**src/rtl/freq_pkg.sv**
```systemverilog
// Shared types and constants for the frequency counter display path.
package freq_pkg;

    // Converter sequencing states
    typedef enum logic [1:0] {
        IDLE,
        SHIFT,
        DONE
    } state_e;

    // Width of one BCD digit
    localparam int unsigned DIGIT_W = 4;

    // Digits at or above this value get +3 before each shift
    localparam int unsigned ADD3_THRESH = 5;

endpackage

```
**src/rtl/bcd_digit_adj.sv**
```systemverilog
// Single-digit double-dabble correction: if the digit is 5 or more, add 3.
module bcd_digit_adj
    import freq_pkg::*;
(
    input  logic [DIGIT_W-1:0] digit,
    output logic [DIGIT_W-1:0] adjusted
);

    // Pre-shift correction so the doubled digit carries correctly into the next one
    always_comb begin
        adjusted = digit;
        if (digit >= DIGIT_W'(ADD3_THRESH)) begin
            adjusted = digit + DIGIT_W'(3);
        end
    end

endmodule

```
**src/rtl/bin_to_bcd_seq.sv**
```systemverilog
// Sequential binary-to-BCD converter, one bit per clock (shift-and-add-3).
// Output registers only change when a conversion completes, so the display
// never sees intermediate values.
module bin_to_bcd_seq
    import freq_pkg::*;
#(
    parameter int unsigned BIN_WIDTH = 20,
    parameter int unsigned DIGITS    = 7
) (
    input  logic                   Clk,
    input  logic                   Reset_n,
    input  logic                   Start,
    input  logic [BIN_WIDTH-1:0]   Bin,
    output logic                   Busy,
    output logic                   Done,
    output logic [4*DIGITS-1:0]    BCD,
    output logic                   Overflow
);

    localparam int unsigned CNT_W = (BIN_WIDTH > 1) ? $clog2(BIN_WIDTH) : 1;
    localparam int unsigned BCD_W = DIGIT_W * DIGITS;
    localparam logic [CNT_W-1:0] CNT_LOAD = CNT_W'(BIN_WIDTH - 1);
    localparam logic [CNT_W-1:0] CNT_ONE  = CNT_W'(1);

    state_e               state_q;
    logic [BIN_WIDTH-1:0] shift_q;
    logic [BCD_W-1:0]     work_q;
    logic [CNT_W-1:0]     cnt_q;
    logic                 ovf_q;

    logic [BCD_W-1:0]     work_adj;
    logic [BCD_W-1:0]     work_next;
    logic                 ovf_next;

    // Per-digit add-3 correction applied to the working register
    for (genvar i = 0; i < DIGITS; i++) begin : g_adj
        bcd_digit_adj u_adj (
            .digit    (work_q[DIGIT_W*i +: DIGIT_W]),
            .adjusted (work_adj[DIGIT_W*i +: DIGIT_W])
        );
    end

    // Corrected digits shift left, taking the next binary bit MSB-first; the bit
    // leaving the top digit means the value no longer fits in DIGITS digits
    always_comb begin
        work_next = {work_adj[BCD_W-2:0], shift_q[BIN_WIDTH-1]};
        ovf_next  = ovf_q | work_adj[BCD_W-1];
    end

    // Conversion FSM with datapath and registered outputs
    always_ff @(posedge Clk) begin
        if (!Reset_n) begin
            state_q  <= IDLE;
            shift_q  <= '0;
            work_q   <= '0;
            cnt_q    <= '0;
            ovf_q    <= 1'b0;
            Busy     <= 1'b0;
            Done     <= 1'b0;
            BCD      <= '0;
            Overflow <= 1'b0;
        end else begin
            unique case (state_q)
                IDLE: begin
                    if (Start) begin
                        shift_q <= Bin;
                        work_q  <= '0;
                        cnt_q   <= CNT_LOAD;
                        ovf_q   <= 1'b0;
                        Busy    <= 1'b1;
                        state_q <= SHIFT;
                    end
                end
                SHIFT: begin
                    work_q  <= work_next;
                    shift_q <= shift_q << 1;
                    ovf_q   <= ovf_next;
                    cnt_q   <= cnt_q - CNT_ONE;
                    if (cnt_q == '0) begin
                        // Final shift: load the outputs now so they are visible
                        // for the whole DONE cycle together with the Done pulse
                        Busy     <= 1'b0;
                        Done     <= 1'b1;
                        BCD      <= work_next;
                        Overflow <= ovf_next;
                        state_q  <= DONE;
                    end
                end
                DONE: begin
                    Done    <= 1'b0;
                    state_q <= IDLE;
                end
                default: begin
                    Busy    <= 1'b0;
                    Done    <= 1'b0;
                    state_q <= IDLE;
                end
            endcase
        end
    end

endmodule

```
**config.mk**
```make
export PLATFORM = sky130hd
export DESIGN_NAME = bin_to_bcd_seq
export DESIGN_NICKNAME = d
export VERILOG_FILES = /design/src/rtl/freq_pkg.sv /design/src/rtl/bcd_digit_adj.sv /design/src/rtl/bin_to_bcd_seq.sv
export SDC_FILE = /design/constraint.sdc
export NUM_CORES = 1
export LEC_CHECK = 0
export CAP_MARGIN = 20
export CORE_ASPECT_RATIO = 1.4
export CORE_UTILIZATION = 61
export CTS_BUF_LIST = sky130_fd_sc_hd__clkbuf_2 sky130_fd_sc_hd__clkbuf_4 sky130_fd_sc_hd__clkbuf_8
export CTS_CLUSTER_DIAMETER = 120
export CTS_CLUSTER_SIZE = 16
export DETAILED_ROUTE_END_ITERATION = 7
export PLACE_DENSITY = 0.87
export SLEW_MARGIN = 25
export SYNTH_ARGS = -nofsm -noshare
export SYNTH_HDL_FRONTEND = slang
export SYNTH_SLANG_ARGS = --single-unit
```
**constraint.sdc**
```tcl
create_clock -name Clk -period 5.6 [get_ports Clk]
set_input_delay 1.68 -clock Clk [delete_from_list [all_inputs] [get_ports Clk]]
set_output_delay 1.68 -clock Clk [all_outputs]
set_load 0.02 [all_outputs]
```
## Word-level counts from Yosys, hierarchy flattened

Cells that the tools add are included.

- Equality and inequality tests: 4
- Add/sub/neg operators: 8
- Bitwise logic cells: 3
- Reductions and logical operators: 8
- Order comparisons: 7
- Multiplexer cells: 23

Operators by type and width:

| cell | count |
|---|---|
| $pmux W28 S2 | 1 |
| $pmux W20 S2 | 1 |
| $add A4 B2 Y4 const B | 7 |
| $ge A4 B3 Y1 const B | 7 |
| $mux W28 | 1 |
| $mux W4 | 7 |
| $mux W20 | 1 |
| $pmux W5 S2 | 1 |
| $reduce_and A2 Y1 | 4 |
| $logic_not A5 Y1 | 1 |
| $mux W5 | 1 |
| $sub A5 B1 Y5 const B | 1 |
| $mux W1 | 4 |
| $mux W2 | 2 |
| $ne A2 B2 Y1 const B | 2 |
| $pmux W1 S2 | 2 |
| $pmux W2 S2 | 1 |
| $pmux W1 S3 | 1 |
| $reduce_and A3 Y1 | 1 |
| $eq A2 B1 Y1 const B | 1 |
| $eq A2 B2 Y1 const B | 1 |
| $logic_not A2 Y1 | 1 |
| $not A1 Y1 | 2 |
| $reduce_bool A2 Y1 | 1 |
| $or A1 B1 Y1 | 1 |

- Register bits after elaboration: 87
- Input port bits: 23

## Longest topological paths before layout

Gate-level depths: netlist of run 1.

- Depth in word-level cells: 4
- Mapped depth: 8
- Depth with buffers taken out: 6

## Modules after synthesis

Synthesis of run 1 repeated with hierarchy kept, for this count alone.

- Cells, all modules: 494
- Area total of the unflattened synthesis: 4209.0 um2

Modules (own cells, without submodules):

| module | area each (um2) | cells an instance | times used |
|---|---|---|---|
| bin_to_bcd_seq | 3499.6 | 382 | 1 |
| bcd_digit_adj | 101.3 | 16 | 7 |

## Least setup slack after synthesis of run 1

Ideal clock, no wire load.

- Path kind: input-to-reg
- From: input Reset_n
- To: register BCD[7]
- Arrival: 2.595 ns
- Slack: 2.919 ns
- Required time: 5.514 ns
- Stages: 4
- Path buffers: 2
- Cells stage by stage: clkbuf_1 -> clkinv_1 -> buf_1 -> a211oi_1

RTL lines:

| element | RTL line | RTL |
|---|---|---|
| start, declared | bin_to_bcd_seq.sv:11 | `input logic Reset_n,` |
| end signal, assigned | bin_to_bcd_seq.sv:84 | `BCD <= work_next;` |
| end, declared | bin_to_bcd_seq.sv:16 | `output logic [4*DIGITS-1:0] BCD,` |

No word-level cell between the ends.

==> reports/metrics.cfg, run 1 <==
[run_status]
status = finished with violations
failed_checks = design-rule violations

[sta]
slew_headroom = 0.4296
tightest_slew_ns = 0.8544
timing.final.crit_share = 0.6058
finalMaxSlewViolations = 0
fin_crit_ns = 3.393
hold_viol = 0
fin_tns_setup_ns = 0
rsz0062_at_grt = false
max_clock_freq_mhz = 294.7
setup_ws_ns = 2.207
fin_skew_ns = 0.01075
setup-violations-final = 0

[logic_synthesis]
yosys.area.top_type = dfxtp_1
async_flop_share = 0
synthesis.nets = 518
synth_top_area_share = 0.4324
yosysWarnings = 0
syn_area_mm2 = 0.004028
synth_most_common_cell = dfxtp_1
ys_ff_latch = 87
synth.avg_cell_area_um2 = 8.391
yosysSeqAreaShare = 0.4324
ys_types = 42
syn-instance-count = 480
netlist_top_cells_area = dfxtp_1, o21ai_0, a21oi_1
synth_edf_count = 0
yosys-top-cells-count = dfxtp_1, o21ai_0, a21oi_1
synth_ff_type = dfxtp_1

[grt]
grt_pass1_vias = 3334
grt_pass1_wl_um = 14730
grt_max_degree = 45
grt-ovfl-total = 0
track_usage = 0.2648
antenna_found_initial = 0

[setup_path]
crit_required_ns = 5.88
crit_arrival_ns = 3.67
rr_endpoint = BCD[26]
critPathBufInv = 4
cp_max_fo = 44
path_depth = 6
cp_common_cell = buf_4
r2r_setup_slack_ns = 2.88
r2r-start = cnt_q[0]
endpoint = ovf_q
crit_path_max_incr_delay_ns = 0.46
cpMaxStageDelayCell = clkdlybuf4s50_1
cp-start-kind = primary input
startpoint = Reset_n
criticalPathCategory = in -> reg
rr_worst_depth = 7
end_kind = register
critPathTopFamily = buffers and inverters
crit_chain = clkdlybuf4s50_1, buf_4, clkinv_1, buf_4, a211o_1, o21ai_0

[final_layout]
area_growth_pct = 17.18
seqCellArea_mm2 = 0.001742
drive_gt1_frac = 0.08621
fin_nets = 555
multi_input_area_mm2 = 0.002049
fill_cells = 474
diodes = 0
final_cells = 594

[detailed_routing]
firstDrtPassIters = 7
wl_per_cell_um = 14.63
detail-route-antenna-nets = 0
drc_errors = 14
drt_iter0_markers = 187
dr_total_vias = 3506
avgViaCountPerCell = 5.902
drt-total-wl_um = 8691

[flow_run]
max_cap_viol_count = 0

[placed_design]
io_buffers = 53
dpl_worst_slack_ns = 1.867
dp_hpwl_um = 5637
gp_congestion = 0.8177
dp_cells = 578

[cts]
clock_path_buffers = 2
htree_levels = 3
cts_tree = yes
clock-root-buffer = clkbuf_8
insertion_delay_ns = 0.35
clk_pin_slew_ns = 0.09
clkSinkCount = 87
holdBufCountCts = 0
postCtsSetupBuffers = 0
post_cts_resized = 0
numCtsBuffers = 9

[power]
seqPwrFrac = 0.530
clkPwrFrac = 0.307
p_int_w = 0.0009225
fin_total_pwr_w = 0.001303
p_sw_frac = 0.2920
p_leak_nw = 1.627
vdd_drop_max_mv = 0.1934
power_frac_comb = 0.164
powerDensity_mw_per_mm2 = 276.1
power_switching_w = 0.0003805

[die]
num_rows = 34
ios = 54
core_region_area_mm2 = 0.006296
die_area_mm2 = 0.006936
start_util = 0.6397
die-width_um = 70.68
fp.dieH_um = 98.15

[worst_hold_path]
hold_class = reg -> reg

## worst min-delay path by stage
stage | startpoint | cells past startpoint | end | slack [ns]
2_1_floorplan | ovf_q | 2 | Overflow | 0.44
3_3_place_gp | work_q[17] | 2 | work_q[17] | 0.46
3_5_place_dp | BCD[25] | 2 | BCD[25] | 0.47
4_1_cts | BCD[25] | 2 | BCD[25] | 0.48
5_1_grt | BCD[1] | 2 | BCD[1] | 0.50
6_report | BCD[25] | 2 | BCD[25] | 0.48
## registers in the layout, summed over array words and instances, names as in the netlist
name	cells
BCD	28
Busy	1
Done	1
Overflow	1
cnt_q	5
ovf_q	1
shift_q	20
state_q	2
work_q	28
## tightest hold or removal path, delay by kind of cell, from the launching register on
family,cells,cell delay [ns]
and+or+nand+nor,1,0.05
AOI/OAI and AO/OA,1,0.06
DFF,1,0.32
## logic make-up (layout without fill, tap and decap cells)
family / Yosys count / count (layout) / synth area share
flip-flops: 87 / 87 / 0.4324
AND/OR/NAND/NOR: 136 / 136 / 0.1575
AO/OA/AOI/OAI: 171 / 171 / 0.2647
adder cells (fa/ha/maj): 15 / 15 / 0.04660
buffers and inverters: 55 / 97 / 0.05871
multiplexers: 9 / 9 / 0.02485
XOR/XNOR: 7 / 7 / 0.01522
## power by group through the flow
| stage | logic (W) | registers (W) | clock network [W] |
|---|---|---|---|
| floorplan | 0.000136 | 0.000710 | 0 |
| global placement | 0.000207 | 0.000702 | 0 |
| detailed placement | 0.000212 | 0.000704 | 0 |
| CTS | 0.000214 | 0.000690 | 0.000406 |
| global route | 0.000235 | 0.000696 | 0.000431 |
| finish | 0.000213 | 0.000690 | 0.000399 |
## placed cells by master (no fill, tap or decap), types with 3 or more instances in the layout
| cell | netlist | layout |
|---|---|---|
| nand3_1 | 8 | 8 |
| nor3_1 | 8 | 8 |
| xnor2_1 | 7 | 7 |
| clkdlybuf4s50_1 | 0 | 53 |
| o21ai_0 | 61 | 61 |
| nand2_1 | 56 | 56 |
| o221ai_1 | 18 | 18 |
| nor3b_1 | 13 | 13 |
| o22ai_2 | 8 | 8 |
| nor2_1 | 36 | 36 |
| inv_1 | 20 | 20 |
| dfxtp_1 | 87 | 87 |
| nand2b_1 | 8 | 8 |
| o22ai_1 | 7 | 7 |
| mux2_2 | 8 | 8 |
| ha_1 | 15 | 15 |
| buf_4 | 1 | 6 |
| a211oi_2 | 4 | 4 |
| a21oi_1 | 57 | 57 |
| a211oi_1 | 3 | 3 |
| clkbuf_8 | 0 | 10 |
## final cells by class
| type | instances | share of cell area |
|---|---|---|
| clock buffer | 10 | 0.02916 |
| clock inverter | 6 | 0.009014 |
| inverter | 22 | 0.01750 |
| multi-input combinational | 338 | 0.4343 |
| sequential | 87 | 0.3690 |
| tap | 72 | 0.01909 |
| timing repair buffer | 59 | 0.1220 |
## metrics by stage
step,utilization,cell area [µm²],hold slack [ns]
after floorplan,-,4028,0.4404
final,0.7496,4720,0.4752
after global placement,0.7210,4539,0.4552
after global routing,0.7496,4720,0.5050
after detailed placement,0.7210,4539,0.4673
after CTS,0.7496,4720,0.4783
## routing by layer
| metal | wire length, µm | global-route usage |
|---|---|---|
| met5 | 0 | 0 |
| met4 | 103 | 0.08923 |
| met3 | 363 | 0.05057 |
| met1 | 3806 | 0.3024 |
| met2 | 4418 | 0.4892 |
(Power assumes the default switching activity.)
==> run 2, diff against run 1 <==
Settings changed: CORE_UTILIZATION 61 to 57, PLACE_DENSITY 0.87 to 0.82.
Clock period 5.6 ns to 3.3 ns, I/O delays scaled along.
==> run 2 against run 1 <==
Compared with the run above: the flow now finishes without violations; final area is 2.1% higher; critical path type is now reg -> out; register-to-register slack worse by 1.9 ns; first-iteration DRC count is 5.9% lower; die area is 6.8% higher; combinational power is 76% higher; routed wire length is 6.0% higher; via count is 1.4% higher.
==> reports/metrics.cfg, run 2 (synthesis results as in run 1) <==
[final_layout]
reg_top3 = BCD: 28 flops, work_q: 28 flops, shift_q: 20 flops
multi_input_area_mm2 = 0.002049  ; unchanged
diodes = 0  ; unchanged
fin_nets = 560  ; +0.90%
layout_common_cells = dfxtp_1, o21ai_0, a21oi_1
mostFrequentLayoutCell = dfxtp_1
drive_gt1_frac = 0.09488  ; +0.008670
area_growth_pct = 19.63
fill_cells = 545  ; +15%
utilization = 0.7191  ; -0.03046
seqCellArea_mm2 = 0.001742  ; unchanged

[setup_path]
cp_max_fo = 2  ; -95%
r2r-start = cnt_q[0]
crit_chain = clkdlybuf4s50_1
crit_arrival_ns = 1.34  ; -2.33 ns
cp-start-kind = register
startpoint = BCD[2]
cpMaxStageDelayCell = clkdlybuf4s50_1
critPathTopFamily = buffers and inverters
criticalPathCategory = reg -> out
end_kind = output pin
critPathBufInv = 1  ; -3
crit_path_max_incr_delay_ns = 0.62  ; +0.16 ns
crit_required_ns = 2.31  ; -3.57 ns

[cts]
clkSinkCount = 87  ; unchanged
clock-root-buffer = clkbuf_8
post_cts_resized = 0  ; unchanged
postCtsSetupBuffers = 0  ; unchanged
clk_pin_slew_ns = 0.08  ; about the same
clock_path_buffers = 2  ; unchanged
numCtsBuffers = 9  ; unchanged
cts_tree = yes
insertion_delay_ns = 0.35  ; about the same
holdBufCountCts = 0  ; unchanged
htree_levels = 3  ; unchanged

[grt]
grt_pass1_wl_um = 15480  ; +5.1%
grt-ovfl-total = 0  ; unchanged
grt_pass1_vias = 3446  ; +3.4%
track_usage = 0.2678  ; +0.003061
antenna_found_initial = 0  ; unchanged
grt_max_degree = 40  ; -11%

[placed_design]
io_buffers = 53  ; unchanged
dp_hpwl_um = 6237  ; +11%
dpl_worst_slack_ns = 0.6699  ; -1.198 ns
gp_congestion = 0.8207  ; +0.37%

[flow_run]
max_cap_viol_count = 0  ; unchanged

[sta]
hold_viol = 0  ; unchanged
finalMaxSlewViolations = 0  ; unchanged
setup-violations-final = 0  ; unchanged
fin_skew_ns = 0.008828  ; -0.001925 ns
setup_ws_ns = 0.9725  ; -1.235 ns
fin_tns_setup_ns = 0  ; unchanged
max_clock_freq_mhz = 429.6
rsz0062_at_grt = false
slew_headroom = 0.4135  ; -0.01608
tightest_slew_ns = 0.8785  ; +0.02408 ns
fin_crit_ns = 2.328
timing.final.crit_share = 0.7053

[die]
die_area_mm2 = 0.007411  ; +6.8%
num_rows = 35  ; +2.9%
start_util = 0.6011  ; -0.03859
fp.dieH_um = 101.5  ; +3.4%
die-width_um = 73.05  ; +3.4%
core_region_area_mm2 = 0.006700  ; +6.4%
ios = 54  ; unchanged

[detailed_routing]
wl_per_cell_um = 14.88  ; +1.7%
firstDrtPassIters = 4  ; -3
drc_errors = 0  ; -14
dr_total_vias = 3554  ; +1.4%
drt_iter0_markers = 176  ; -5.9%
avgViaCountPerCell = 5.742  ; -2.7%
detail-route-antenna-nets = 0  ; unchanged
drt-total-wl_um = 9210  ; +6.0%

[run_status]
status = completed

[worst_hold_path]
min_from = BCD[26]
hold_class = reg -> reg

[power]
p_leak_nw = 1.678  ; +3.2%
vdd_drop_max_mv = 0.3446  ; +78%
powerDensity_mw_per_mm2 = 487.3  ; +77%

run 2: cell types whose count changed in the layout (fill, tap and decap cells not counted), sizes merged:
cell	delta
buf	+5
bufinv	+2
clkbuf	+2
clkinvlp	-2
inv	-2
run 2: report_power, final:
part	switching, W	leakage, nW	internal (W)
Combinational	0.000215	0.854	0.000160
Sequential	0.0000550	0.709	0.00112
Clock	0.000352	0.115	0.000450
run 2: through the flow:
| stage | hold slack (ns) | cells | cell area (µm²) | total power (W) |
|---|---|---|---|---|
| 2_1_floorplan | 0.4404 | 480 | 4028 | 0.001435 |
| 3_3_place_gp | 0.4535 | 603 | 4602 | 0.001557 |
| 3_5_place_dp | 0.4650 | 603 | 4602 | 0.001570 |
| 4_1_cts | 0.4818 | 619 | 4818 | 0.002358 |
| 5_1_grt | 0.5071 | 619 | 4818 | 0.002458 |
| 6_report | 0.4794 | 619 | 4818 | 0.002348 |
run 2: layer usage:
metal,track usage,up-vias,part of all wire
li1,-,1779,-
met1,0.3001,1677,0.42
met2,0.4801,82,0.52
met3,0.06169,16,0.045
met4,0.1116,0,0.017
met5,0,-,0
run 2: cell type report:
class | count | area share
Clock buffer | 12 | 0.03038
Clock inverter | 4 | 0.01454
Inverter | 22 | 0.01714
Multi-Input combinational cell | 338 | 0.4253
Sequential cell | 87 | 0.3615
Tap cell | 92 | 0.02389
Timing Repair Buffer | 64 | 0.1272
run 2: final timing paths:
check                               end  cells past startpoint  slack (ns)
worst max-delay path             BCD[2]                      1        0.97
worst min-delay path            BCD[26]                      2        0.48
worst max register to register   BCD[5]                      7        0.99
worst min register to register  BCD[26]                      2        0.48
run 2: worst min-delay path: cells and delay by family (launching register included):
family           cells  cell delay, ns
flip-flops           1            0.32
AO/OA/AOI/OAI        1            0.06
AND/OR/NAND/NOR      1            0.05
